### src/rtl/alu_step_ctrl_pkg.sv
// alu_step_pkg
//   Shared types and constants for the +/-5 ALU step sequencer.
//   state_t  : controller FSM states
//   OP_*     : ALU op select encodings
//   STEP     : magnitude of one ALU step
//   SAT_*    : clamp values used when ALU_STEP_SAT_EN is defined
package alu_step_pkg;

    typedef enum logic [1:0] {
        IDLE = 2'd0,
        BUSY = 2'd1,
        DONE = 2'd2
    } state_t;

    localparam logic OP_SUB  = 1'b0;
    localparam logic OP_ADD  = 1'b1;

    localparam int   STEP    = 5;
    localparam int   SAT_MIN = 0;
    localparam int   SAT_MAX = 31;

    // One-hot completion vector for a channel index.
    function automatic logic [1:0] chan_onehot(input logic ch);
        return ch ? 2'b10 : 2'b01;
    endfunction

endpackage

### src/rtl/alu_step_ctrl_arb.sv
// alu_rr_arb
//   Two-way round-robin arbiter. Purely combinational; the pointer is held
//   by the caller and only advanced once a job completes.
//   req   : per-channel request levels
//   ptr   : channel that wins when both request
//   upd   : grant strobe; grant is all-zero while low
//   grant : one-hot grant
module alu_rr_arb (
    input  logic [1:0] req,
    input  logic       ptr,
    input  logic       upd,
    output logic [1:0] grant
);

    always_comb begin
        grant = 2'b00;
        if (upd) begin
            case (req)
                2'b01:   grant = 2'b01;
                2'b10:   grant = 2'b10;
                2'b11:   grant = ptr ? 2'b10 : 2'b01;
                default: grant = 2'b00;
            endcase
        end
    end

endmodule

### src/rtl/alu_step_ctrl.sv
// alu_step_ctrl
//   Sequencer/arbiter for a shared +/-5 ALU. Two requesters each ask for a
//   walk of cnt steps from a start value; one job runs at a time and the ALU
//   result is fed back once per cycle.
//
//   Optional macro ALU_STEP_SAT_EN: out-of-range steps saturate the
//   accumulator and stepping continues; otherwise the job aborts on the
//   first out-of-range step.
//
//   Ports
//   clk, rst_n            : clock, async active-low reset
//   req[1:0]              : per-channel request level, held until ack
//   op0/op1, dir0/dir1,
//   cnt0/cnt1             : per-channel start value, direction, step count
//   ack[1:0]              : one-cycle one-hot completion pulse
//   result, err           : final value and out-of-range flag, valid with ack
//   busy                  : high in BUSY and DONE
//   alu_in1/alu_in2,
//   alu_op, alu_iseq      : ALU drive, zero outside BUSY
//   alu_res, alu_sign     : ALU result and its out-of-range sign bit
//
//   state | meaning
//   IDLE  | waiting for a request; arbitration and operand capture
//   BUSY  | one ALU step per cycle, result fed back into acc
//   DONE  | ack pulse with result/err, advance round-robin pointer
module alu_step_ctrl
    import alu_step_pkg::*;
#(
    parameter int SIZE  = 5,
    parameter int CNT_W = 3
) (
    input  logic             clk,
    input  logic             rst_n,
    input  logic [1:0]       req,
    input  logic [SIZE-1:0]  op0,
    input  logic [SIZE-1:0]  op1,
    input  logic             dir0,
    input  logic             dir1,
    input  logic [CNT_W-1:0] cnt0,
    input  logic [CNT_W-1:0] cnt1,
    output logic [1:0]       ack,
    output logic [SIZE-1:0]  result,
    output logic             err,
    output logic             busy,
    output logic [SIZE-1:0]  alu_in1,
    output logic [SIZE-1:0]  alu_in2,
    output logic             alu_op,
    output logic             alu_iseq,
    input  logic [SIZE:0]    alu_res,
    input  logic             alu_sign
);

    state_t           state;
    logic             rr_ptr;
    logic             chan;
    logic             dir_r;
    logic             err_r;
    logic [SIZE-1:0]  acc;
    logic [CNT_W-1:0] rem;

    logic [1:0]       grant;
    logic             sel_ch;
    logic [SIZE-1:0]  op_sel;
    logic             dir_sel;
    logic [CNT_W-1:0] cnt_sel;

    logic [SIZE-1:0]  acc_nxt;
    logic [CNT_W-1:0] rem_nxt;
    logic             err_nxt;
    logic             finish;

    // The sign bit arrives separately on alu_sign, which is the one trusted.
    logic             unused_res_msb;
    assign unused_res_msb = alu_res[SIZE];

    alu_rr_arb u_arb (
        .req   (req),
        .ptr   (rr_ptr),
        .upd   (state == IDLE),
        .grant (grant)
    );

    assign sel_ch  = grant[1];
    assign op_sel  = sel_ch ? op1  : op0;
    assign dir_sel = sel_ch ? dir1 : dir0;
    assign cnt_sel = sel_ch ? cnt1 : cnt0;

    // Next accumulator for the current BUSY step.
    always_comb begin
        acc_nxt = acc;
        rem_nxt = rem;
        err_nxt = err_r;
        finish  = 1'b0;
`ifdef ALU_STEP_SAT_EN
        rem_nxt = rem - 1'b1;
        finish  = (rem == CNT_W'(1));
        if (alu_sign) begin
            acc_nxt = (dir_r == OP_ADD) ? SIZE'(SAT_MAX) : SIZE'(SAT_MIN);
            err_nxt = 1'b1;
        end else begin
            acc_nxt = alu_res[SIZE-1:0];
        end
`else
        if (alu_sign) begin
            // Abort: the wrapped ALU value is never written back.
            err_nxt = 1'b1;
            finish  = 1'b1;
        end else begin
            acc_nxt = alu_res[SIZE-1:0];
            rem_nxt = rem - 1'b1;
            finish  = (rem == CNT_W'(1));
        end
`endif
    end

    always_ff @(posedge clk or negedge rst_n) begin
        if (!rst_n) begin
            state    <= IDLE;
            rr_ptr   <= 1'b0;
            chan     <= 1'b0;
            dir_r    <= 1'b0;
            err_r    <= 1'b0;
            acc      <= '0;
            rem      <= '0;
            ack      <= 2'b00;
            result   <= '0;
            err      <= 1'b0;
            busy     <= 1'b0;
            alu_in1  <= '0;
            alu_in2  <= '0;
            alu_op   <= 1'b0;
            alu_iseq <= 1'b0;
        end else begin
            case (state)
                IDLE: begin
                    if (|grant) begin
                        chan  <= sel_ch;
                        dir_r <= dir_sel;
                        acc   <= op_sel;
                        rem   <= cnt_sel;
                        err_r <= 1'b0;
                        busy  <= 1'b1;
                        if (cnt_sel == '0) begin
                            state  <= DONE;
                            ack    <= chan_onehot(sel_ch);
                            result <= op_sel;
                            err    <= 1'b0;
                        end else begin
                            state    <= BUSY;
                            alu_op   <= dir_sel;
                            alu_iseq <= sel_ch;
                            alu_in1  <= sel_ch ? '0 : op_sel;
                            alu_in2  <= sel_ch ? op_sel : '0;
                        end
                    end
                end
                BUSY: begin
                    acc   <= acc_nxt;
                    rem   <= rem_nxt;
                    err_r <= err_nxt;
                    if (finish) begin
                        state    <= DONE;
                        ack      <= chan_onehot(chan);
                        result   <= acc_nxt;
                        err      <= err_nxt;
                        alu_in1  <= '0;
                        alu_in2  <= '0;
                        alu_op   <= 1'b0;
                        alu_iseq <= 1'b0;
                    end else begin
                        alu_in1 <= chan ? '0 : acc_nxt;
                        alu_in2 <= chan ? acc_nxt : '0;
                    end
                end
                DONE: begin
                    ack    <= 2'b00;
                    result <= '0;
                    err    <= 1'b0;
                    busy   <= 1'b0;
                    rr_ptr <= ~chan;
                    state  <= IDLE;
                end
                default: state <= IDLE;
            endcase
        end
    end

endmodule

### config.mk
export PLATFORM = sky130hd
export DESIGN_NAME = alu_step_ctrl
export DESIGN_NICKNAME = d
export VERILOG_FILES = /design/src/rtl/alu_step_ctrl_pkg.sv /design/src/rtl/alu_step_ctrl_arb.sv /design/src/rtl/alu_step_ctrl.sv
export SDC_FILE = /design/constraint.sdc
export NUM_CORES = 1
export LEC_CHECK = 0
export ABC_AREA = 1
export CORE_MARGIN = 1
export CORE_UTILIZATION = 49
export DETAILED_ROUTE_END_ITERATION = 16
export HOLD_SLACK_MARGIN = 0.15
export PLACE_DENSITY = 0.79
export REMOVE_ABC_BUFFERS = 1
export SYNTH_ARGS = -nofsm -noshare
export SYNTH_HDL_FRONTEND = slang
export SYNTH_SLANG_ARGS = --single-unit
### constraint.sdc
create_clock -name clk -period 2.5 [get_ports clk]
set_clock_uncertainty 0.1 [all_clocks]
set_input_delay 0.5 -clock clk [delete_from_list [all_inputs] [get_ports clk]]
set_output_delay 0.5 -clock clk [all_outputs]
set_load 0.005 [all_outputs]
==> summary.md <==
| Metric | Value |
|---|---|
| Max Cap Viol | 0 |
| R2R setup slack | 0.43 ns |
| Site row count | 23 |
| Static Leakage | 0.001358 µW |
| ANT cells | 0 |
| CTS root buf | clkbuf_8 |
| First DRT Iteration DRCs | 157 |
| Comb power frac | 0.568 |
| Max-slew violations | 0 |
| Hold crit path type | reg2reg |
| Post-CTS Setup Inserts | 0 |
| Hold buffer count at CTS | 0 |
| Final WL | 4934 µm |
| Reg2reg path depth | 11 |
| Die Area | 0.004427 mm² |
| Pre-CTS WS | 0.1857 ns |
| Synth-to-layout area growth | 34.09% |
| Port-buffer cells | 48 |
| Worst Slack Setup Final | 0.4328 ns |
| Area of the mapped netlist | 0.002041 mm² |
| P_int | 2075 µW |
| Peak supply drop | 0.0007798 V |
| Effective utilization at floorplan | 0.5102 |
| Longest Clk Path Bufs | 2 |
| CP max FO | 10 |
| Crit path depth | 11 |
| Switch share | 0.4267 |
| Global-route wire length before repair | 8238 µm |
| IO Pins | 50 |
| Mean post-synth cell area | 7.789 µm² |
| Die Wd | 66.54 µm |
| Total CTS buffers | 5 |
| Register area share after synthesis | 0.4169 |
| Slew margin rel. | 0.6902 |
| Chip Height | 66.54 µm |
| Routed WL per cell | 13.41 µm |
| Post-Place Cells | 360 |
| R2r endpoint | result[4] |
| Vias/cell | 5.345 |
| Worst-Skew Late Latency | 0.29 ns |
| H-tree depth | 2 |
| Unrepaired setup endpoints after global routing | no |
| Mapped Cells | 262 |
| Crit path launch | state[0] |
| R2r startpoint | state[0] |
| Final worst path period need | 2.067 ns |
| Tot GR Track Use | 0.2546 |
| CP arrival | 2.15 ns |
| Layout cells sized above 1 | 0.1321 |
| Switch Pwr | 1544 µW |
| Most common cell after layout, fill and taps aside | nand2_1 |
| Setup TNS | 0 ns |
| Fin nets | 351 |
| Post-route ant nets | 0 |
| CP dominant cell by count | nand2_1 |
| Top-area cell type share of the netlist area | 0.4169 |
| Worst path bufs/invs | 2 |
| Yosys cell types | 29 |
| DR vias | 1,967 |
| Drt drc | 0 |
| Vias in the first global route | 1,860 |
| Run status | finished clean |
| DP Wirelength | 3534 µm |
| Core Area | 0.004000 mm² |
| Crit Path Class | reg2reg |
| Clk pwr share | 0.175 |
| Synth top area cells | dfrtp_1 (42%), nand2_1 (15%), inv_1 (5.2%), o21ai_2 (4.7%), a21oi_1 (4.4%) |
| GPL Wtd Cong | 0.8470 |
| Reg power frac | 0.257 |
| CP Cell Sequence | inv_1 > ha_1 > nand2_4 > inv_8 > nand3b_1 > nand2_1 > nand3_1 > nand2_2 > nand3_4 > nand2_1 > nand2_1 |
| Initial antenna violation count | 0 |
| Post-layout util | 0.6841 |
| Critical Path Sink Type | register |
| Fin Hold WS | 0.3779 ns |
| Final Hold Fails | 0 |
| CTS clk-pin slew, worst paths | 0.07 ns |
| Ys Warns | 0 |
| Slowest-stage cell, CP | dfrtp_1 |
| Setup violators final | 0 |
| Top delay family on crit path | simple AND/OR/NAND/NOR gates |
| Pin slew with the least headroom to its limit | 0.4629 ns |
| Final Non-Filler Cells | 368 |
| Final period util | 0.8269 |
| Most frequent cells in the layout | nand2_1 (80), clkdlybuf4s50_1 (48), dfrtp_1 (34), inv_1 (28), a21oi_1 (18) |
| P per Cell Area | 1323 mW/mm² |
| Detailed Routing Iterations Pass 1 | 4 |
| Post_cts resized | 0 |
| Largest net degree at the start of global routing | 35 |
| Grt ovf | 0 |
| Max Clk Rate | 0.4837 GHz |
| Worst setup endpoint | result[4] |
| Synth area leader | dfrtp_1 |
| CP peak stage delay | 0.40 ns |
| Yosys reg bits | 34 |
| TritonCTS clock tree | built |
| Critical Path RT | 2.58 ns |
| CTS sink cnt | 34 |
| Worst Setup Start Kind | register |
worst register-to-register path: stages, from the launching register on:
cell	delay, ns
dfrtp_1	0.40
inv_1	0.09
ha_1	0.35
nand2_4	0.11
inv_8	0.10
nand3b_1	0.08
nand2_1	0.13
nand3_1	0.11
nand2_2	0.20
nand3_4	0.15
nand2_1	0.10
nand2_1	0.06
metrics by stage:
stage          area [µm²]  total power (µW)
2_1_floorplan        1971              2196
3_3_place_gp         2594              2918
3_5_place_dp         2594              2976
4_1_cts              2736              3629
5_1_grt              2736              3923
6_report             2736              3619
metal layers:
layer	up-vias	wire length, µm	global-route usage	part of all wire
li1	963	-	-	-
met1	932	2108	0.2928	0.43
met2	64	2450	0.4413	0.50
met3	8	273	0.06507	0.055
met4	0	102	0.1144	0.021
met5	-	0	0	0
worst min path at each step:
stage / start / end / slack [ns] / cells past startpoint
detailed placement: ack[0] / ack[0] / 0.36 / 2
floorplan: rst_n / acc[0] / 0.10 / 0
global placement: ack[0] / ack[0] / 0.36 / 2
global route: alu_in2[0] / alu_in2[0] / 0.40 / 2
finish: ack[0] / ack[0] / 0.38 / 2
CTS: ack[0] / ack[0] / 0.38 / 2
flip-flops by register name, summed over array words and instances, names as in the netlist:
signal and flops:
result 5, err_r 1, ack 2, chan 1, rem 3, err 1
busy 1, alu_in2 5, alu_in1 5, rr_ptr 1, alu_op 1, acc 5
state 2, alu_iseq 1
cells by family after synthesis:
kind of cell	after synthesis	share of synthesized area
and+or+nand+nor	131	0.2955
AOI/OAI and AO/OA	52	0.1594
buffers and inverters	39	0.09319
DFF	34	0.4169
adders and majority gates	5	0.03066
xor gates and xnor gates	1	0.004293
power groups by stage:
stage / Sequential [µW] / Clock, µW / Combinational [µW]
2_1_floorplan: 936 / 0 / 1260
3_3_place_gp: 930 / 0 / 1990
3_5_place_dp: 940 / 0 / 2040
4_1_cts: 932 / 644 / 2050
5_1_grt: 956 / 661 / 2310
6_report: 930 / 635 / 2050
cells in the mapped netlist:
| library cell | count |
|---|---|
| nand4_2 | 1 |
| nand2_2 | 6 |
| a21oi_1 | 18 |
| clkbuf_1 | 2 |
| a211oi_1 | 2 |
| inv_1 | 28 |
| nand2_4 | 2 |
| nand3_1 | 13 |
| nor2_1 | 14 |
| buf_6 | 4 |
| a21boi_0 | 1 |
| nand3_4 | 1 |
| nand4_1 | 10 |
| nor2_4 | 1 |
| o211ai_1 | 2 |
| a22oi_1 | 3 |
| dfrtp_1 | 34 |
| o21ai_2 | 11 |
| nand3b_1 | 2 |
| o21ai_0 | 12 |
| ha_1 | 5 |
| o22ai_1 | 3 |
| buf_2 | 2 |
| inv_2 | 1 |
| xor2_1 | 1 |
| nor2_2 | 1 |
| buf_4 | 1 |
| inv_8 | 1 |
| nand2_1 | 80 |
final cells by class:
cell class	count	area [µm²]
Sequential cell	34	850.8
Timing Repair Buffer	57	560.5
Fill cell	343	1264
Multi-Input combinational cell	189	999.7
Tap cell	50	62.56
Clock inverter	2	60.06
Clock buffer	6	82.58
Inverter	30	120.1
Note: power is estimated with default switching activity, not from simulation.
